**config.mk**
```make
export PLATFORM = sky130hd
export DESIGN_NAME = sample_phase_decoder
export DESIGN_NICKNAME = d
export VERILOG_FILES = /design/src/rtl/dmm_pkg.sv /design/src/rtl/sample_phase_decoder_phase_counter.sv /design/src/rtl/sample_phase_decoder.sv
export SDC_FILE = /design/constraint.sdc
export NUM_CORES = 1
export LEC_CHECK = 0
export BUFFER_PORTS_ARGS = -buffer_cell sky130_fd_sc_hd__clkbuf_2
export CORE_MARGIN = 3
export CORE_UTILIZATION = 59
export CTS_CLUSTER_SIZE = 40
export DETAILED_ROUTE_END_ITERATION = 10
export PLACE_DENSITY = 0.83
export SETUP_SLACK_MARGIN = 0.15
export SYNTH_ARGS = -nofsm -noshare
export SYNTH_HDL_FRONTEND = slang
export SYNTH_SLANG_ARGS = --single-unit
```
**constraint.sdc**
```tcl
create_clock -name clk -period 14.9 [get_ports clk]
set_input_delay 2.235 -clock clk [delete_from_list [all_inputs] [get_ports clk]]
set_output_delay 2.235 -clock clk [all_outputs]
set_load 0.02 [all_outputs]
```
**src/rtl/dmm_pkg.sv**
```systemverilog
// Shared definitions for the DMM acquisition path: decoded phase states and the
// {monitor[1], monitor[0], sw_pc_ctl} codes driven by the precharge/AZ sequencer.
package dmm_pkg;

    typedef enum logic [2:0] {
        PH_SYNC      = 3'd0,
        PH_PRECHARGE = 3'd1,
        PH_HI        = 3'd2,
        PH_GUARD     = 3'd3,
        PH_LO        = 3'd4
    } phase_t;

    localparam logic [2:0] ENC_LO = 3'b000;
    localparam logic [2:0] ENC_PC = 3'b010;
    localparam logic [2:0] ENC_HI = 3'b111;

    localparam logic SW_PC_SIGNAL = 1'b1;
    localparam logic SW_PC_BOOT   = 1'b0;

    function automatic logic enc_legal(input logic [2:0] e);
        return (e == ENC_LO) || (e == ENC_PC) || (e == ENC_HI);
    endfunction

endpackage

```
**src/rtl/sample_phase_decoder_phase_counter.sv**
```systemverilog
// Saturating phase-length counter: loads 1 on phase entry, counts held cycles,
// and flags when the count has reached the timeout limit.
module phase_counter
    import dmm_pkg::*;
#(
    parameter int CW        = 32,
    parameter int TIMEOUT_N = 40000000
) (
    input  logic          clk,
    input  logic          reset_n,
    input  logic          load,
    output logic [CW-1:0] count,
    output logic          timeout
);

    localparam logic [CW-1:0] ONE   = {{(CW-1){1'b0}}, 1'b1};
    localparam logic [CW-1:0] LIMIT = CW'(TIMEOUT_N);

    function automatic logic [CW-1:0] sat_inc(input logic [CW-1:0] v);
        return (&v) ? v : v + ONE;
    endfunction

    always_ff @(posedge clk) begin
        if (!reset_n) begin
            count <= '0;
        end else if (load) begin
            count <= ONE;
        end else begin
            count <= sat_inc(count);
        end
    end

    assign timeout = (count >= LIMIT);

endmodule

```
**src/rtl/sample_phase_decoder.sv**
```systemverilog
// Receive-side checker for the precharge/AZ sequencer: decodes phases, measures
// their lengths, checks HI/LO against the commanded duration and emits records.
module sample_phase_decoder
    import dmm_pkg::*;
#(
    parameter int CW        = 32,
    parameter int TOL       = 2,
    parameter int TIMEOUT_N = 40000000
) (
    input  logic          clk,
    input  logic          reset_n,
    input  logic          sw_pc_ctl,
    input  logic [1:0]    monitor,
    input  logic [CW-1:0] expected_n,
    input  logic          err_clear,
    output logic [2:0]    phase,
    output logic [CW-1:0] pc_count,
    output logic [CW-1:0] hi_count,
    output logic [CW-1:0] guard_count,
    output logic [CW-1:0] lo_count,
    output logic          result_valid,
    output logic [15:0]   sample_seq,
    output logic          err_illegal,
    output logic          err_sequence,
    output logic          err_duration,
    output logic          err_timeout
);

    localparam logic [CW:0] TOL_W = (CW+1)'(TOL);

    // Unsigned |a - b| one bit wider so neither direction can wrap.
    function automatic logic [CW:0] abs_diff(input logic [CW-1:0] a, input logic [CW-1:0] b);
        logic [CW:0] ea;
        logic [CW:0] eb;
        ea = {1'b0, a};
        eb = {1'b0, b};
        return (ea >= eb) ? (ea - eb) : (eb - ea);
    endfunction

    logic [2:0]    enc_p0;
    phase_t        state;
    phase_t        next_state;
    logic          load;
    logic          timeout;
    logic          emit;
    logic          set_illegal;
    logic          set_sequence;
    logic          set_timeout;
    logic          dur_bad;
    logic [CW-1:0] count;
    logic [CW-1:0] pc_shadow;
    logic [CW-1:0] hi_shadow;
    logic [CW-1:0] guard_shadow;

    // Stage p0: input capture
    always_ff @(posedge clk) begin
        if (!reset_n) begin
            enc_p0 <= ENC_LO;
        end else begin
            enc_p0 <= {monitor, sw_pc_ctl};
        end
    end

    phase_counter #(
        .CW        (CW),
        .TIMEOUT_N (TIMEOUT_N)
    ) u_counter (
        .clk     (clk),
        .reset_n (reset_n),
        .load    (load),
        .count   (count),
        .timeout (timeout)
    );

    // Stage p1: phase decode; PRECHARGE and GUARD share a code, so the state decides
    always_comb begin
        next_state   = state;
        load         = 1'b0;
        emit         = 1'b0;
        set_illegal  = 1'b0;
        set_sequence = 1'b0;
        set_timeout  = 1'b0;
        if (!enc_legal(enc_p0)) begin
            set_illegal = 1'b1;
            next_state  = PH_SYNC;
            load        = 1'b1;
        end else if (state == PH_SYNC) begin
            if (enc_p0 == ENC_PC) begin
                next_state = PH_PRECHARGE;
                load       = 1'b1;
            end
        end else if (timeout) begin
            set_timeout = 1'b1;
            next_state  = PH_SYNC;
            load        = 1'b1;
        end else begin
            case (state)
                PH_PRECHARGE: begin
                    if (enc_p0 == ENC_HI) begin
                        next_state = PH_HI;
                        load       = 1'b1;
                    end else if (enc_p0 != ENC_PC) begin
                        set_sequence = 1'b1;
                    end
                end
                PH_HI: begin
                    if (enc_p0 == ENC_PC) begin
                        next_state = PH_GUARD;
                        load       = 1'b1;
                    end else if (enc_p0 != ENC_HI) begin
                        set_sequence = 1'b1;
                    end
                end
                PH_GUARD: begin
                    if (enc_p0 == ENC_LO) begin
                        next_state = PH_LO;
                        load       = 1'b1;
                    end else if (enc_p0 != ENC_PC) begin
                        set_sequence = 1'b1;
                    end
                end
                PH_LO: begin
                    if (enc_p0 == ENC_PC) begin
                        next_state = PH_PRECHARGE;
                        load       = 1'b1;
                        emit       = 1'b1;
                    end else if (enc_p0 != ENC_LO) begin
                        set_sequence = 1'b1;
                    end
                end
                default: ;
            endcase
            if (set_sequence) begin
                next_state = PH_SYNC;
                load       = 1'b1;
            end
        end
    end

    always_ff @(posedge clk) begin
        if (load) begin
            case (state)
                PH_PRECHARGE: pc_shadow    <= count;
                PH_HI:        hi_shadow    <= count;
                PH_GUARD:     guard_shadow <= count;
                default: ;
            endcase
        end
    end

    // LO length is still live in the counter on the emitting cycle
    assign dur_bad = (abs_diff(hi_shadow, expected_n) > TOL_W) ||
                     (abs_diff(count, expected_n) > TOL_W);

    // Stage p2: record and sticky flags
    always_ff @(posedge clk) begin
        if (!reset_n) begin
            state        <= PH_SYNC;
            result_valid <= 1'b0;
            sample_seq   <= '0;
            pc_count     <= '0;
            hi_count     <= '0;
            guard_count  <= '0;
            lo_count     <= '0;
            err_illegal  <= 1'b0;
            err_sequence <= 1'b0;
            err_duration <= 1'b0;
            err_timeout  <= 1'b0;
        end else begin
            state        <= next_state;
            result_valid <= emit;
            if (emit) begin
                pc_count    <= pc_shadow;
                hi_count    <= hi_shadow;
                guard_count <= guard_shadow;
                lo_count    <= count;
                sample_seq  <= sample_seq + 16'd1;
            end
            err_illegal  <= set_illegal        | (err_illegal  & ~err_clear);
            err_sequence <= set_sequence       | (err_sequence & ~err_clear);
            err_duration <= (emit & dur_bad)   | (err_duration & ~err_clear);
            err_timeout  <= set_timeout        | (err_timeout  & ~err_clear);
        end
    end

    assign phase = state;

endmodule

```
### Word level (Yosys, flattened, before mapping)

Index checks and enable logic that the tools add are counted.
W data, S select, Z words.

| word-level totals | value |
|---|---|
| flip-flop bits (word level) | 283 |
| input port bits | 38 |
| output and inout bits | 152 |
| word-level logic and storage cells | 108 |

| operators by class | value |
|---|---|
| add/subtract/negate cells | 6 |
| magnitude comparators | 5 |
| equality and inequality tests | 12 |
| mux-type cells | 42 |
| bitwise logic cells | 11 |
| reductions and logical operators | 15 |

Operator list:

| cell | count |
|---|---|
| $sub A32 B32 Y33 | 4 |
| $gt A33 B2 Y1 const B | 2 |
| $mux W33 | 2 |
| $ge A32 B32 Y1 | 2 |
| $add A32 B1 Y32 const B | 1 |
| $ge A32 B26 Y1 const B | 1 |
| $reduce_and A32 Y1 | 1 |
| $mux W1 | 30 |
| $mux W3 | 7 |
| $add A16 B1 Y16 const B | 1 |
| $ne A5 B4 Y1 const B | 3 |
| $pmux W3 S4 | 1 |
| $eq A3 B2 Y1 const B | 3 |
| $reduce_and A2 Y1 | 4 |
| $reduce_bool A7 Y1 | 1 |
| $eq A3 B3 Y1 const B | 2 |
| $logic_not A3 Y1 | 2 |
| $and A1 B1 Y1 | 5 |
| $or A1 B1 Y1 | 4 |
| $pmux W1 S4 | 1 |
| $reduce_and A4 Y1 | 1 |
| $reduce_or A2 Y1 | 2 |
| $eq A3 B1 Y1 const B | 1 |
| $logic_or A1 B1 Y1 | 3 |
| 6 further kinds | 7 |

### Longest topological paths before layout

| logic depth | value |
|---|---|
| depth in word-level cells | 12 |
| gate-level depth with buffers | 16 |
| mapped depth without buffers | 15 |

### Modules after synthesis

From an unflattened synthesis, not the netlist that was laid out.

| second synthesis, totals | value |
|---|---|
| cell total of the unflattened synthesis | 2161 |
| area total of the unflattened synthesis | 18054.8 um^2 |

By module, submodules not included:

| module | times used | cells each | area each (um^2) | seq. area each (um^2) |
|---|---|---|---|---|
| sample_phase_decoder | 1 | 1935 | 16233.1 | 5985.7 |
| phase_counter | 1 | 226 | 1821.7 | 640.6 |

### Worst setup path after synthesis

No wires, ideal clock.

| path | value |
|---|---|
| path type | register -> register |
| start point | register u_counter.count[9] |
| end point | register pc_shadow[0] (enable) |
| setup time | 595 ps |
| arrival time | 6531 ps |
| required time | 14305 ps |
| path slack | 7775 ps |
| cell stages (with the launch flop) | 10 |
| buffers on the path | 0 |
| clock period less this slack | 7125 ps |
| cell sequence | dfxtp_1 -> o211ai_1 -> a21oi_1 -> o31ai_1 -> a41oi_1 -> o31ai_1 -> nand2b_1 -> nor3b_1 -> a22o_1 -> a2111oi_0 |

| between the ends | value |
|---|---|
| longest elaborated chain between the ends | 5 |

Ends and longest elaborated chain:

| what | RTL line | source |
|---|---|---|
| from (decl) | sample_phase_decoder_phase_counter.sv:12 | `output logic [CW-1:0] count,` |
| from (signal assigned) | sample_phase_decoder_phase_counter.sv:29 | `count <= sat_inc(count);` |
| $ge A32 B26 Y1 | sample_phase_decoder_phase_counter.sv:33 | `assign timeout = (count >= LIMIT);` |
| $mux W1 | sample_phase_decoder.sv:92 | `end else if (timeout) begin` |
| $mux W1 | sample_phase_decoder.sv:87 | `end else if (state == PH_SYNC) begin` |
| $mux W1 | sample_phase_decoder.sv:83 | `if (!enc_legal(enc_p0)) begin` |
| $reduce_and A2 Y1 (no line) | -- |  |
| to (signal assigned) | sample_phase_decoder.sv:143 | `PH_PRECHARGE: pc_shadow <= count;` |
| to (decl) | sample_phase_decoder.sv:51 | `logic [CW-1:0] pc_shadow;` |

No other way between the ends.
A chain may end at the register's enable or synchronous reset.

### Worst setup path in the final report

| path | value |
|---|---|
| start point | input expected_n[7] |
| end point | register err_duration |

| between the ends | value |
|---|---|
| longest elaborated chain between the ends | 6 |
| elaborated cells on any way between the ends | 13 |
| classes of those cells | add/sub: 4; order compare: 4; mux: 2; bitwise: 2; reduce/logical: 1 |

Ends and longest elaborated chain:

| what | RTL line | source |
|---|---|---|
| from (decl) | sample_phase_decoder.sv:14 | `input logic [CW-1:0] expected_n,` |
| $sub A32 B32 Y33 or $ge A32 B32 Y1 (tied branches) | sample_phase_decoder.sv:37 | `return (ea >= eb) ? (ea - eb) : (eb - ea);` |
| $mux W33 | sample_phase_decoder.sv:37 |  |
| $gt A33 B2 Y1, on equally long branches | sample_phase_decoder.sv:152, sample_phase_decoder.sv:153 |  |
| $logic_or A1 B1 Y1 (*) | sample_phase_decoder.sv:152 | `assign dur_bad = (abs_diff(hi_shadow, expected_n) > TOL_W) \|\|` |
| $and A1 B1 Y1 (*) | sample_phase_decoder.sv:181 | `err_duration <= (emit & dur_bad) \| (err_duration & ~err_clear);` |
| $or A1 B1 Y1 (*) | sample_phase_decoder.sv:181 |  |
| to (signal assigned) | sample_phase_decoder.sv:181 |  |
| to (decl) | sample_phase_decoder.sv:25 | `output logic err_duration,` |

Every way passes the cells marked *; elsewhere a longest branch is shown, timed or not.

==> run_results.csv <==
group,metric,value,unit
status,outcome,"completed",
placed_design,dp_hpwl,46050,µm
power,power.total,1.739,mW
sta,slew_viol_final,0,
clock_tree,cts_buffers,28,
sta,worst_pin_slew,1.263,ns
critical_path,r2r_start,"u_counter.count[0]$_SDFFE_PN0P_",
sta,max_freq,167.6,MHz
sta,setup_viol,0,
synthesis,ys_seq_area_share,36.46,%
synthesis,syn_avg_cell_area,8.364,µm²
synthesis,ys_ff_latch,283,
critical_path,cp_max_fo,13,
sta,relSlewSlack,15.56,%
sta,skew,0.01561,ns
synthesis,synthFlopType,"dfxtp_1",
power,seqPwrFrac,45.9,%
global_routing,grt_pass1_wl,91930,µm
routing,drcViolationCount,0,
hold_path,hold_class,"flip-flop to flip-flop",
routing,wl_per_cell,22.18,µm
floorplan,die-area,0.03295,mm²
sta,hold_viol,0,
clock_tree,clock-sinks,283,
critical_path,crit_type,"primary input to flip-flop",
hold_path,hp-start,"hi_count[27]$_SDFFE_PN0P_",
power,power_leakage,8.064,nW
global_routing,grt_max_degree,94,
clock_tree,cts_buffer_depth,3,
critical_path,cp.arrival,6.40,ns
power,sw_frac_of_total,24.86,%
clock_tree,cts_tree,"done",
floorplan,die_h,181.5,µm
power,combPwrFrac,11.6,%
routing,vias,17150,
floorplan,fp-row-count,63,
power,power.net_switching,0.4324,mW
global_routing,grt_usage,34.69,%
run,cap_violations,0,
power,vdd.ir_drop.worst,0.09206,mV
hold_path,min_path_cells,2,
clock_tree,post_cts_resize_count,0,
synthesis,synth_edf_count,96,
sta,hold_ws,0.4635,ns
floorplan,die_w,181.5,µm
final_layout,final.fill_count,2466,
power,clkPwrFrac,42.5,%
power,p_per_area,86.24,mW/mm²
synthesis,synthCells,2173,
clock_tree,clockRootBuffer,"clkbuf_16",
final_layout,syn_to_final_growth,10.97,%
synthesis,synth_nets,2346,
global_routing,antenna_found_initial,5,
critical_path,crit_required,15.33,ns
placed_design,gp_congestion,0.9988,
synthesis,synthArstFlopShare,0,%
global_routing,grt_pass1_vias,16100,
final_layout,final_nets,2460,
clock_tree,cts_hold_buf,0,
clock_tree,post_cts_buffers,0,
final_layout,multi_input_area,0.01056,mm²
sta,rsz0062_at_grt,"false",
sta,fin_crit_sh,40.05,%
critical_path,crit_start,"expected_n[7]",
clock_tree,clk_transition_reported_paths,0.06,ns
placed_design,port-buffer-count,189,
placed_design,preCtsSetupSlack,8.273,ns
routing,drt-initial-drc-count,1751,
final_layout,fin_util,67.15,%
critical_path,cp-start-kind,"primary input",
clock_tree,cts_max_level,1,
synthesis,synth_area,0.01817,mm²
sta,setup-tns-final,0,ns
routing,ant_nets,0,
critical_path,end_kind,"flip-flop",
floorplan,core,0.03003,mm²
power,p_int,1.307,mW
global_routing,globalRouteOverflowTotal,0,
final_layout,seq_area,0.006626,mm²
floorplan,pin_count,190,
synthesis,yosysUniqueCellTypes,85,
synthesis,yosysWarnings,0,
routing,avgViaCountPerCell,6.352,
final_layout,drive_above_1_share,12.04,%
sta,min_period,5.968,ns
final_layout,most-common-layout-cells,"355 x nand2_1, 188 x clkbuf_2, 187 x dfxtp_1",
final_layout,final_common_cell,"nand2_1",
routing,firstDrtPassIters,5,
critical_path,ff2ff_path_depth,15,
routing,drt_wl_total,59880,µm
floorplan,start_util,60.52,%
clock_tree,clock_latency,0.54,ns
sta,postLayoutSetupSlackWorst,8.932,ns
## power groups by stage
stage / sequential [mW] / clock (mW) / combinational, mW
floorplan: 0.815 / 0 / 0.139
global placement: 0.815 / 0 / 0.194
detailed placement: 0.815 / 0 / 0.194
CTS: 0.798 / 0.744 / 0.195
global route: 0.798 / 0.772 / 0.217
finish: 0.798 / 0.739 / 0.202
## critical path: stages
cell       delay (ns)
clkbuf_2         0.11
inv_1            0.07
ha_1             0.55
o21ai_0          0.19
o21bai_1         0.20
o21ba_2          0.22
o31ai_1          0.66
a21oi_1          0.18
xnor2_1          0.16
or4_1            0.53
a2111oi_0        0.67
nand4_1          0.24
nor4_1           0.31
nor2_1           0.06
## sequential cells by signal, summed over array words and instances (netlist names), 3 cells and up
register         flops
pc_count            32
hi_count            32
lo_count            32
u_counter.count     32
enc_p0               3
guard_shadow        32
phase                3
sample_seq          16
pc_shadow           32
guard_count         32
hi_shadow           32
## routing by layer
| layer | wire length (µm) | global-route usage [%] | share of wire [%] |
|---|---|---|---|
| met5 | 37 | 0 | 0.062 |
| met4 | 2445 | 12.07 | 4.1 |
| met3 | 4869 | 6.070 | 8.1 |
| met2 | 27660 | 56.73 | 46 |
| met1 | 24870 | 46.64 | 42 |
## cells in the mapped netlist, drive strengths merged, types with 21 or more instances
| library cell | number | area, µm² |
|---|---|---|
| a21o | 43 | 322.8 |
| nor3 | 38 | 200.2 |
| mux2i | 25 | 250.2 |
| a21oi | 149 | 775.8 |
| edfxtp | 96 | 2883 |
| a211oi | 21 | 162.6 |
| o21ai | 110 | 550.5 |
| nor2 | 144 | 540.5 |
| clkbuf | 66 | 247.7 |
| nand2 | 355 | 1333 |
| xor2 | 24 | 210.2 |
| dfxtp | 187 | 3744 |
| inv | 135 | 506.7 |
| and2 | 25 | 156.4 |
| buf | 47 | 259.0 |
| ha | 131 | 1639 |
| a21boi | 131 | 983.4 |
| xnor2 | 72 | 630.6 |
| nand4 | 49 | 306.5 |
| nand3 | 45 | 230.2 |
## cell families (layout without fill, tap and decap cells)
family                   count (synthesis)  count (layout)  synth area share (%)
multiplexers                            27              27                 1.501
flip-flops                             283             283                 36.46
AO/OA/AOI/OAI                          628             628                 23.47
AND/OR/NAND/NOR                        756             756                 18.91
adder cells (fa/ha/maj)                135             135                 9.459
XOR/XNOR                                96              96                 4.626
other                                    0               1                     0
buffers and inverters                  248             384                 5.576
## metrics by stage
step	std cells	instance area, µm²
4_1_cts	2698	20160
3_3_place_gp	2646	19180
5_1_grt	2699	20170
3_5_place_dp	2646	19180
2_1_floorplan	2173	18170
6_report	2700	20170
## path summary, 6_finish.rpt
path                               end  slack [ns]
max            err_duration$_SDFF_PN0_        8.93
min          hi_count[27]$_SDFFE_PN0P_        0.46
max reg2reg    err_duration$_SDFF_PN0_       10.14
min reg2reg  hi_count[27]$_SDFFE_PN0P_        0.46
## layout make-up
class,instances,area share [%]
inverter,135,2.513
clock inverter,11,0.7134
clock buffer,41,4.132
tap,390,2.420
sequential,283,32.86
timing repair buffer,197,5.000
multi-input combinational,1642,52.35
antenna,1,0.01241
Note: power is estimated with default switching activity, not from simulation.
